==> config.mk <==
export PLATFORM = sky130hd
export DESIGN_NAME = mem_port_arbiter
export DESIGN_NICKNAME = d
export VERILOG_FILES = /design/src/rtl/mem_port_arbiter.sv
export SDC_FILE = /design/constraint.sdc
export NUM_CORES = 1
export LEC_CHECK = 0
export BUFFER_PORTS_ARGS = -buffer_cell sky130_fd_sc_hd__buf_2
export CORE_ASPECT_RATIO = 1.2
export CORE_MARGIN = 1
export CORE_UTILIZATION = 31
export CTS_CLUSTER_SIZE = 40
export DETAILED_ROUTE_END_ITERATION = 8
export SYNTH_ARGS = -nofsm -noshare
export SYNTH_HDL_FRONTEND = slang
export SYNTH_SLANG_ARGS = --single-unit
==> constraint.sdc <==
create_clock -name Clock -period 2.7 [get_ports Clock]
set_input_delay 0.135 -clock Clock [delete_from_list [all_inputs] [get_ports Clock]]
set_output_delay 0.135 -clock Clock [all_outputs]
set_load 0.005 [all_outputs]
==> src/rtl/mem_port_arbiter.sv <==
// mem_port_arbiter
//
// Shares one single-ported unified memory between the instruction-fetch
// stage (IF) and the data-memory stage (MEM). One access is in flight at a
// time. MEM normally wins a contended grant. After STARVE_MAX contended MEM
// grants in a row, IF wins once. A flush discards the outstanding fetch
// response without aborting the memory access.
//
// Ports
//   Clock, Resetn              : clock, asynchronous active-low reset
//   if_req/if_addr/if_flush    : fetch request, address, discard request
//   if_rdata/if_ready          : fetch completion pulse and data
//   dm_req/dm_we/dm_addr/
//   dm_wdata                   : data request, write enable, address, data
//   dm_rdata/dm_ready          : data completion pulse and read data
//   m_req/m_we/m_addr/m_wdata  : memory request, held until m_ack
//   m_rdata/m_ack              : memory read data and completion pulse
//   busy                       : high whenever the arbiter is not idle
//
// state   | meaning
// --------+-----------------------------------------------------------
// IDLE    | sample requests and grant one
// BUSY_IF | fetch access presented to memory, waiting for m_ack
// BUSY_DM | data access presented to memory, waiting for m_ack
// RESP    | one-cycle ready pulse to the owner, then back to IDLE

module mem_port_arbiter #(
    parameter int ADDR_W     = 32,
    parameter int DATA_W     = 32,
    parameter int STARVE_MAX = 4
) (
    input  logic              Clock,
    input  logic              Resetn,
    input  logic              if_req,
    input  logic [ADDR_W-1:0] if_addr,
    input  logic              if_flush,
    output logic [DATA_W-1:0] if_rdata,
    output logic              if_ready,
    input  logic              dm_req,
    input  logic              dm_we,
    input  logic [ADDR_W-1:0] dm_addr,
    input  logic [DATA_W-1:0] dm_wdata,
    output logic [DATA_W-1:0] dm_rdata,
    output logic              dm_ready,
    output logic              m_req,
    output logic              m_we,
    output logic [ADDR_W-1:0] m_addr,
    output logic [DATA_W-1:0] m_wdata,
    input  logic [DATA_W-1:0] m_rdata,
    input  logic              m_ack,
    output logic              busy
);

    localparam int SW = $clog2(STARVE_MAX + 1);
    localparam logic [SW-1:0] STARVE_LIM = SW'(STARVE_MAX);

    typedef enum logic [1:0] {
        ST_IDLE    = 2'd0,
        ST_BUSY_IF = 2'd1,
        ST_BUSY_DM = 2'd2,
        ST_RESP    = 2'd3
    } state_t;

    state_t            state_q,      state_d;
    logic              owner_if_q,   owner_if_d;
    logic              drop_q,       drop_d;
    logic [SW-1:0]     starve_cnt_q, starve_cnt_d;
    logic              m_we_q,       m_we_d;
    logic [ADDR_W-1:0] m_addr_q,     m_addr_d;
    logic [DATA_W-1:0] m_wdata_q,    m_wdata_d;
    logic [DATA_W-1:0] rdata_q,      rdata_d;

    always_ff @(posedge Clock or negedge Resetn) begin
        if (!Resetn) begin
            state_q      <= ST_IDLE;
            owner_if_q   <= 1'b0;
            drop_q       <= 1'b0;
            starve_cnt_q <= '0;
            m_we_q       <= 1'b0;
            m_addr_q     <= '0;
            m_wdata_q    <= '0;
            rdata_q      <= '0;
        end else begin
            state_q      <= state_d;
            owner_if_q   <= owner_if_d;
            drop_q       <= drop_d;
            starve_cnt_q <= starve_cnt_d;
            m_we_q       <= m_we_d;
            m_addr_q     <= m_addr_d;
            m_wdata_q    <= m_wdata_d;
            rdata_q      <= rdata_d;
        end
    end

    always_comb begin
        state_d      = state_q;
        owner_if_d   = owner_if_q;
        drop_d       = drop_q;
        starve_cnt_d = starve_cnt_q;
        m_we_d       = m_we_q;
        m_addr_d     = m_addr_q;
        m_wdata_d    = m_wdata_q;
        rdata_d      = rdata_q;

        case (state_q)
            ST_IDLE: begin
                // IF wins when it is the only requester, or when MEM has
                // already taken STARVE_MAX contended grants in a row.
                if (if_req && (!dm_req || (starve_cnt_q == STARVE_LIM))) begin
                    state_d      = ST_BUSY_IF;
                    owner_if_d   = 1'b1;
                    m_we_d       = 1'b0;
                    m_addr_d     = if_addr;
                    m_wdata_d    = '0;
                    starve_cnt_d = '0;
                end else if (dm_req) begin
                    state_d    = ST_BUSY_DM;
                    owner_if_d = 1'b0;
                    m_we_d     = dm_we;
                    m_addr_d   = dm_addr;
                    m_wdata_d  = dm_wdata;
                    if (if_req && (starve_cnt_q != STARVE_LIM)) begin
                        starve_cnt_d = starve_cnt_q + SW'(1);
                    end
                end
            end
            ST_BUSY_IF: begin
                if (if_flush) begin
                    drop_d = 1'b1;
                end
                if (m_ack) begin
                    rdata_d = m_we_q ? '0 : m_rdata;
                    state_d = ST_RESP;
                end
            end
            ST_BUSY_DM: begin
                if (m_ack) begin
                    rdata_d = m_we_q ? '0 : m_rdata;
                    state_d = ST_RESP;
                end
            end
            ST_RESP: begin
                state_d = ST_IDLE;
                drop_d  = 1'b0;
            end
            default: begin
                state_d = ST_IDLE;
            end
        endcase
    end

    // A flush arriving in the response cycle itself suppresses the pulse
    // directly; holding drop past RESP would wrongly eat the next fetch.
    assign if_ready = (state_q == ST_RESP) && owner_if_q && !drop_q && !if_flush;
    assign dm_ready = (state_q == ST_RESP) && !owner_if_q;
    assign if_rdata = if_ready ? rdata_q : '0;
    assign dm_rdata = dm_ready ? rdata_q : '0;

    assign m_req   = (state_q == ST_BUSY_IF) || (state_q == ST_BUSY_DM);
    assign m_we    = m_we_q;
    assign m_addr  = m_addr_q;
    assign m_wdata = m_wdata_q;
    assign busy    = (state_q != ST_IDLE);

endmodule
* Word level (Yosys, flattened, before mapping) *
Index checks and enable logic that the tools add are counted.

word-level totals
  bits in registers = 104
  latch bits = 0
  RAM bits = 0
  bits in read-only memories = 0
  logic and storage cells = 60
  memories kept = 0

operators by class
  $add $sub $neg = 1
  multipliers = 0
  div/mod/pow operators = 0
  order comparisons = 0
  equal/unequal tests = 8
  shift operators = 0
  muxes and demuxes = 20
  bitwise logic cells = 0
  reductions and logical operators = 23

operators with widths
  kind                   number
  $mux W32               7
  $mux W3                3
  $reduce_and A2 Y1      4
  $reduce_bool A2 Y1     4
  $logic_and A1 B1 Y1    6
  $mux W2                3
  $ne A3 B3 Y1 const B   2
  $pmux W2 S3            1
  $mux W1                5
  $eq A2 B2 Y1 const B   2
  $logic_not A1 Y1       4
  $add A3 B1 Y3 const B  1
  $eq A3 B3 Y1 const B   1
  $reduce_and A3 Y1      1
  $eq A2 B1 Y1 const B   1
  $logic_not A2 Y1       1
  $logic_or A1 B1 Y1     2
  $ne A2 B1 Y1 const B   1
  $ne A2 B2 Y1 const B   1
  $pmux W1 S2            1
  $reduce_or A2 Y1       1

* Longest topological paths before layout *
Gate-level depths: netlist of the first run.

  depth in word-level cells = 5
  depth in mapped cells = 8
  mapped depth without buffers = 5

* Least setup slack after synthesis of the first run *
OpenSTA, ideal clock, no wires.

  kind = flip-flop to flip-flop
  start point = reg state_q[0]
  end point = reg m_addr_q[15] (netlist: m_addr[15])
  setup time = 0.080 ns
  arrival = 1.508 ns
  required time = 2.620 ns
  path slack = 1.112 ns
  stages on the path, launching flop included = 9
  buffers on the path = 3
  period minus slack after synthesis = 1.588 ns
  cells stage by stage = dfrtp_1 -> inv_1 -> ha_1 -> clkbuf_2 -> o21a_1 -> buf_2 -> clkbuf_1 -> nand2_1 -> o211ai_2

on the way
  word-level cells in the longest chain between the ends = 2

RTL lines
  what                         RTL line  source
  from (decl)                  64        state_t state_q, state_d;
  from (signal assigned)       84        state_q <= state_d;
  $logic_not A2 Y1             105       case (state_q)
  $reduce_and A2 Y1 (no line)  n/a
  to (signal assigned)         89        m_addr_q <= m_addr_d;
  to (decl)                    69        logic [ADDR_W-1:0] m_addr_q, m_addr_d;

No other way between the ends.
A chain may end at the register's enable or synchronous reset.

* Worst setup path after layout of the first run *
  start point = reg state_q[1]
  end point = out dm_rdata[6]

on the way
  word-level cells in the longest chain between the ends = 3

RTL lines
  what                 RTL line  source
  $eq A2 B2 Y1         155       assign dm_ready = (state_q == ST_RESP) && !owner_if_q;
  $logic_and A1 B1 Y1  155
  $mux W32             157       assign dm_rdata = dm_ready ? rdata_q : '0;
  to (decl)            43        output logic [DATA_W-1:0] dm_rdata,

No other way between the ends.

==> results of run 1 <==
tightest hold or removal path: stages:
cell	delay, ns
buf_2	0.09
nand2_1	0.05
o21ai_1	0.05
metrics by stage:
step	total power [mW]	setup WS [ns]	area [sq um]	instances
CTS	6.89	0.351	7000	1037
detailed placement	5.59	0.670	6700	1020
global route	7.40	0.200	7000	1037
global placement	5.52	0.748	6700	1020
floorplan	4.38	1.11	5230	580
finish	6.77	0.428	7000	1037
state kept, by name, summed over array words and instances (netlist names):
signal        flops
owner_if_q        1
m_we              1
m_addr           32
drop_q            1
m_wdata          32
starve_cnt_q      3
rdata_q          32
state_q           2
logic make-up (layout without fill, tap and decap cells):
logic type | after synthesis | in the layout | share of synthesized area
AOI/OAI and AO/OA | 110 | 110 | 0.151
adders and majority gates | 5 | 5 | 0.0120
buffers and inverters | 56 | 301 | 0.0498
DFF | 104 | 104 | 0.498
muxes | 2 | 2 | 0.00407
and+or+nand+nor | 303 | 303 | 0.285
power by group:
part	switching [mW]	internal (mW)	total [mW]
Sequential	0.436	2.26	2.69
Combinational	1.57	1.23	2.79
Clock	0.598	0.684	1.28
final cells by class:
type	count	area, sq um
well taps	212	265
repair buffers	278	1440
clock inverters	5	38.8
flip-flops and latches	104	2600
fillers	1683	9330
multi-input cells	420	2380
inverters	7	26.3
clock buffers	11	253
cell usage in the layout (no fill, tap or decap), drive strengths merged, types with 2 or more instances in the layout:
master,netlist,layout
inv,7,9
buf,12,277
nand2,165,165
nand2b,32,32
nor2b,3,3
a22o,2,2
o211ai,32,32
nand4,33,33
clkinv,0,2
o21ai,70,70
dfrtp,104,104
clkbuf,37,11
ha,5,5
a31oi,2,2
and2,65,65
layer usage:
metal,GRT usage,up-vias
met2,0.293,187
met5,0,-
met4,0.0422,0
met3,0.0473,11
met1,0.219,2188
li1,-,2407
final timing paths:
path	to	slack [ns]
worst max-delay path	dm_rdata[6]	0.43
worst min-delay path	m_wdata[18]	0.01
worst max register to register	rdata_q[0]	0.73
worst min register to register	m_wdata[24]	0.47
max in group asynchronous	m_wdata[29]	1.59
min in group asynchronous	m_wdata[9]	0.32
timing repair:
item | in CTS | in global routing
resized for setup | 0 | 0
hold endpoints to repair | 37 | 0
hold buffers | 1 | 0
==> flow_summary.yaml, run 1 <==
synthesis:
  ys_async_sr_fraction: 1.00
  ys_ff_latch: 104
  synth.most_common_cell: "nand2_1"
  synth_top_cells_by_count: "165 x nand2_1, 104 x dfrtp_1, 64 x and2_1"
  ys.flop_type: "dfrtp_1"
  synth_top_area_share: 0.498
  netlist_instances: 580
  synth.distinct_cells: 31
  synth_area_leader_cell: "dfrtp_1"
  yosys_warnings: 0
  synth_nets: 720
  synthTopCellsByArea: "dfrtp_1 50%, nand2_1 12%, and2_1 7.7%"
  synth_edf_count: 0
  syn_area_sq_mm: 0.00523
  avgSynthCellArea_sq_um: 9.01
  seq_area_frac_synth: 0.498
timing:
  max_freq_ghz: 0.440
  timing.hold.ws_ns: 0.0146
  fin_crit_sh: 0.841
  hold_violations: 0
  tightest_slew_ns: 0.976
  grt_setup_unrepaired: "no"
  fin_skew_ns: 0.00813
  post-route-min-period_ns: 2.27
  fin_setup_tns_ns: 0
  final-setup-viol-count: 0
  final_max_slew_viol_count: 0
  slew_headroom: 0.347
placed_design:
  place_congestion: 0.753
  port_buffers: 267
  dp_hpwl_um: 10600
routing:
  drt_pass1_iterations: 5
  wl_met2_um: 7200
  wl_met3_um: 1100
  drt_iter0_markers: 208
  wl_met1_um: 6470
  top_layer: "met4"
  remaining_drc_errors: 0
  ant_nets: 0
  vias_per_cell: 4.62
  drt_wl_total_um: 14900
  vias: 4793
  routedWlPerCell_um: 14.4
global_route:
  grt_pass1_vias: 4569
  grt_antenna_before_repair: 0
  grt_max_degree: 65
  grt.overflow.total: 0
  grt_util_all_layers: 0.173
  grt_pass1_wl_um: 23700
critical_path:
  worstPathCellList: "ha_1 > nor2b_2 > and2_1 > buf_2"
  cp.depth: 4
  required_ns: 2.57
  r2r-start: "state_q[0]"
  crit_buf_inv: 1
  crit_fanout: 33
  cp.arrival_ns: 2.14
  cp-start-kind: "flip-flop"
  crit_path_start: "state_q[1]"
  cpLargestDelayFamily: "simple AND/OR/NAND/NOR gates"
  end_kind: "output pin"
  slowest_delay_ns: 0.78
  crit_type: "flip-flop to output pin"
  cp_slowest_cell: "nor2b_2"
  ff2ff_path_depth: 4
floorplan:
  die-area_sq_mm: 0.0174
  fp.dieW_um: 121
  ios: 268
  rows: 51
  die_h_um: 144
  core_sq_mm: 0.0163
  initial_core_util: 0.320
finish:
  nets: 960
  final_util: 0.429
  diodes: 0
  area_growth_pct: 34.0
  drive_gt1_frac: 0.396
pwr:
  power.density_mw_per_mm2: 967
  irDropWorstVdd_mv: 0.454
  leakagePower_nw: 3.69
outcome:
  status: "finished, final reports clean"
clocking:
  clockBufferDepth: 2
  clkSlewWorstSetupHoldPaths_ns: 0.07
  htree_levels: 3
  postCtsSetupRepairBufs: 0
  tritoncts: "yes"
  clock_latency_ns: 0.34
  cts_made_buffers: 9
  clockRootBuffer: "clkbuf_16"
  cts_sinks: 104
min_path:
  hp-class: "primary input to flip-flop"
  hold_depth: 3
  holdCritStartpoint: "dm_wdata[18]"
run:
  maxCapViolations: 0
(Power assumes the default switching activity.)
==> run 2, diff against run 1 <==
Clock period 2.7 ns to 1.83 ns, I/O delays scaled along.
==> run 2 against run 1 <==
Compared with the run above: largest power group unchanged; core utilization increased by 6.3 points; register-to-register slack got worse by 0.52 ns; largest cell class unchanged; highest routed layer unchanged; first-iteration DRC count decreased by 13%; design area increased by 15%; critical path type unchanged.
==> flow_summary.yaml, run 2 (synthesized netlist as in run 1, its figures left out) <==
outcome:
  status: "finished, final reports clean"
critical_path:
  crit_buf_inv: 2
  crit_type: "flip-flop to output pin"
  crit_fanout: 33
  slowest_delay_ns: 0.40
  cp-start-kind: "flip-flop"
  cpLargestDelayFamily: "simple AND/OR/NAND/NOR gates"
  worstPathCellList: "ha_2 > and4bb_2 > buf_12 > and2_1 > buf_2"
  cp.arrival_ns: 1.67
  cp_slowest_cell: "dfrtp_1"
  required_ns: 1.74
  end_kind: "output pin"
routing:
  drt_pass1_iterations: 4
  routedWlPerCell_um: 14.1
  vias_per_cell: 4.61
  vias: 5190
  drt_iter0_markers: 180
  remaining_drc_errors: 0
  drt_wl_total_um: 15900
  ant_nets: 0
clocking:
  clkSlewWorstSetupHoldPaths_ns: 0.07
  postCtsSetupRepairBufs: 0
  clockBufferDepth: 2
  cts_sinks: 104
  cts_made_buffers: 9
  htree_levels: 3
  clockRootBuffer: "clkbuf_16"
  tritoncts: "yes"
  clock_latency_ns: 0.35
global_route:
  grt_pass1_wl_um: 24600
  grt_antenna_before_repair: 0
  grt_util_all_layers: 0.180
  grt_pass1_vias: 4893
  grt_max_degree: 105
  grt.overflow.total: 0
min_path:
  hp-class: "primary input to flip-flop"
finish:
  diodes: 0
  final_common_cell: "buf_2"
  stdcell_count: 1126
  nets: 1050
  final_cell_mix: "266 x buf_2, 164 x nand2_1, 104 x dfrtp_1, 81 x dlygate4sd3_1, 64 x and2_1"
  final_util: 0.492
  drive_gt1_frac: 0.368
  area_growth_pct: 53.8
timing:
  final_max_slew_viol_count: 0
  final-setup-viol-count: 0
  max_freq_ghz: 0.568
  grt_setup_unrepaired: "yes"
  hold_violations: 0
  tightest_slew_ns: 0.565
  fin_crit_sh: 0.962
  fin_skew_ns: 0.00842
  post-route-min-period_ns: 1.76
  slew_headroom: 0.623
pwr:
  irDropWorstVdd_mv: 0.657
  leakagePower_nw: 4.13
  power_mw: 10.7
  power.density_mw_per_mm2: 1330
placed_design:
  dp_hpwl_um: 10400
  dp_cells: 1029
  place_congestion: 0.763
  port_buffers: 267
floorplan:
  initial_core_util: 0.320
  core_sq_mm: 0.0163
  die-area_sq_mm: 0.0174
  ios: 268
  die_h_um: 144
  fp.dieW_um: 121
  rows: 51
run:
  maxCapViolations: 0
[run 2: worst paths after layout]
check | start | end | slack (ns) | depth (start not counted)
min | dm_addr[19] | m_addr[19] | 0.02 | 3
max reg2reg | state_q[0] | m_addr[4] | 0.21 | 7
min in group asynchronous | Resetn | rdata_q[13] | 0.37 | 3
max | state_q[1] | if_rdata[25] | 0.07 | 5
min reg2reg | m_wdata[22] | m_wdata[22] | 0.47 | 2
max in group asynchronous | Resetn | drop_q | 1.05 | 3
[run 2: what timing repair did]
item	4_1_cts	5_1_grt
endpoints found under the hold margin	183	1
hold buffers	80	1
gates cloned	0	1
resized for setup	1	5
pin swaps	0	1
setup endpoints to repair	32	65
[run 2: area by class of cell]
class,count,area [sq um]
fill,1546,8300
sequential,104,2600
timing repair buffer,368,2440
multi-input combinational,420,2380
tap,212,265
clock buffer,12,256
clock inverter,3,65.1
inverter,7,26.3
[run 2: worst register-to-register path, delay by kind of cell, from the launching register on]
kind                       cells  cell delay (ns)
and+or+nand+nor                1             0.08
buffers and inverters          3             0.54
AOI/OAI and AO/OA              2             0.30
DFF                            1             0.38
adders and majority gates      1             0.24
[run 2: report_power, final]
part	switching (mW)	internal, mW	leakage (nW)	total, mW
clock	0.839	1.27	0.159	2.10
sequential	0.614	3.33	1.31	3.95
combinational	2.46	2.18	2.66	4.63
[run 2: per-stage QoR]
| step | instance area [sq um] | setup slack, ns | hold WS, ns | setup TNS, ns |
|---|---|---|---|---|
| after detailed placement | 6860 | 0.191 | 0.212 | 0 |
| after floorplan | 5230 | 0.242 | -0.204 | 0 |
| after CTS | 7980 | 0.00116 | 0.000295 | 0 |
| after global routing | 8040 | -0.0105 | 0.00158 | -0.0128 |
| after global placement | 6860 | 0.249 | 0.220 | 0 |
| final | 8040 | 0.0686 | 0.0152 | 0 |
[run 2: layer usage]
| layer | track usage | vias up | share of wire |
|---|---|---|---|
| met5 | 0 | - | 0 |
| met4 | 0.0656 | 0 | 0.021 |
| met3 | 0.0426 | 27 | 0.064 |
| met2 | 0.297 | 210 | 0.48 |
| met1 | 0.229 | 2365 | 0.44 |
| li1 | - | 2588 | - |
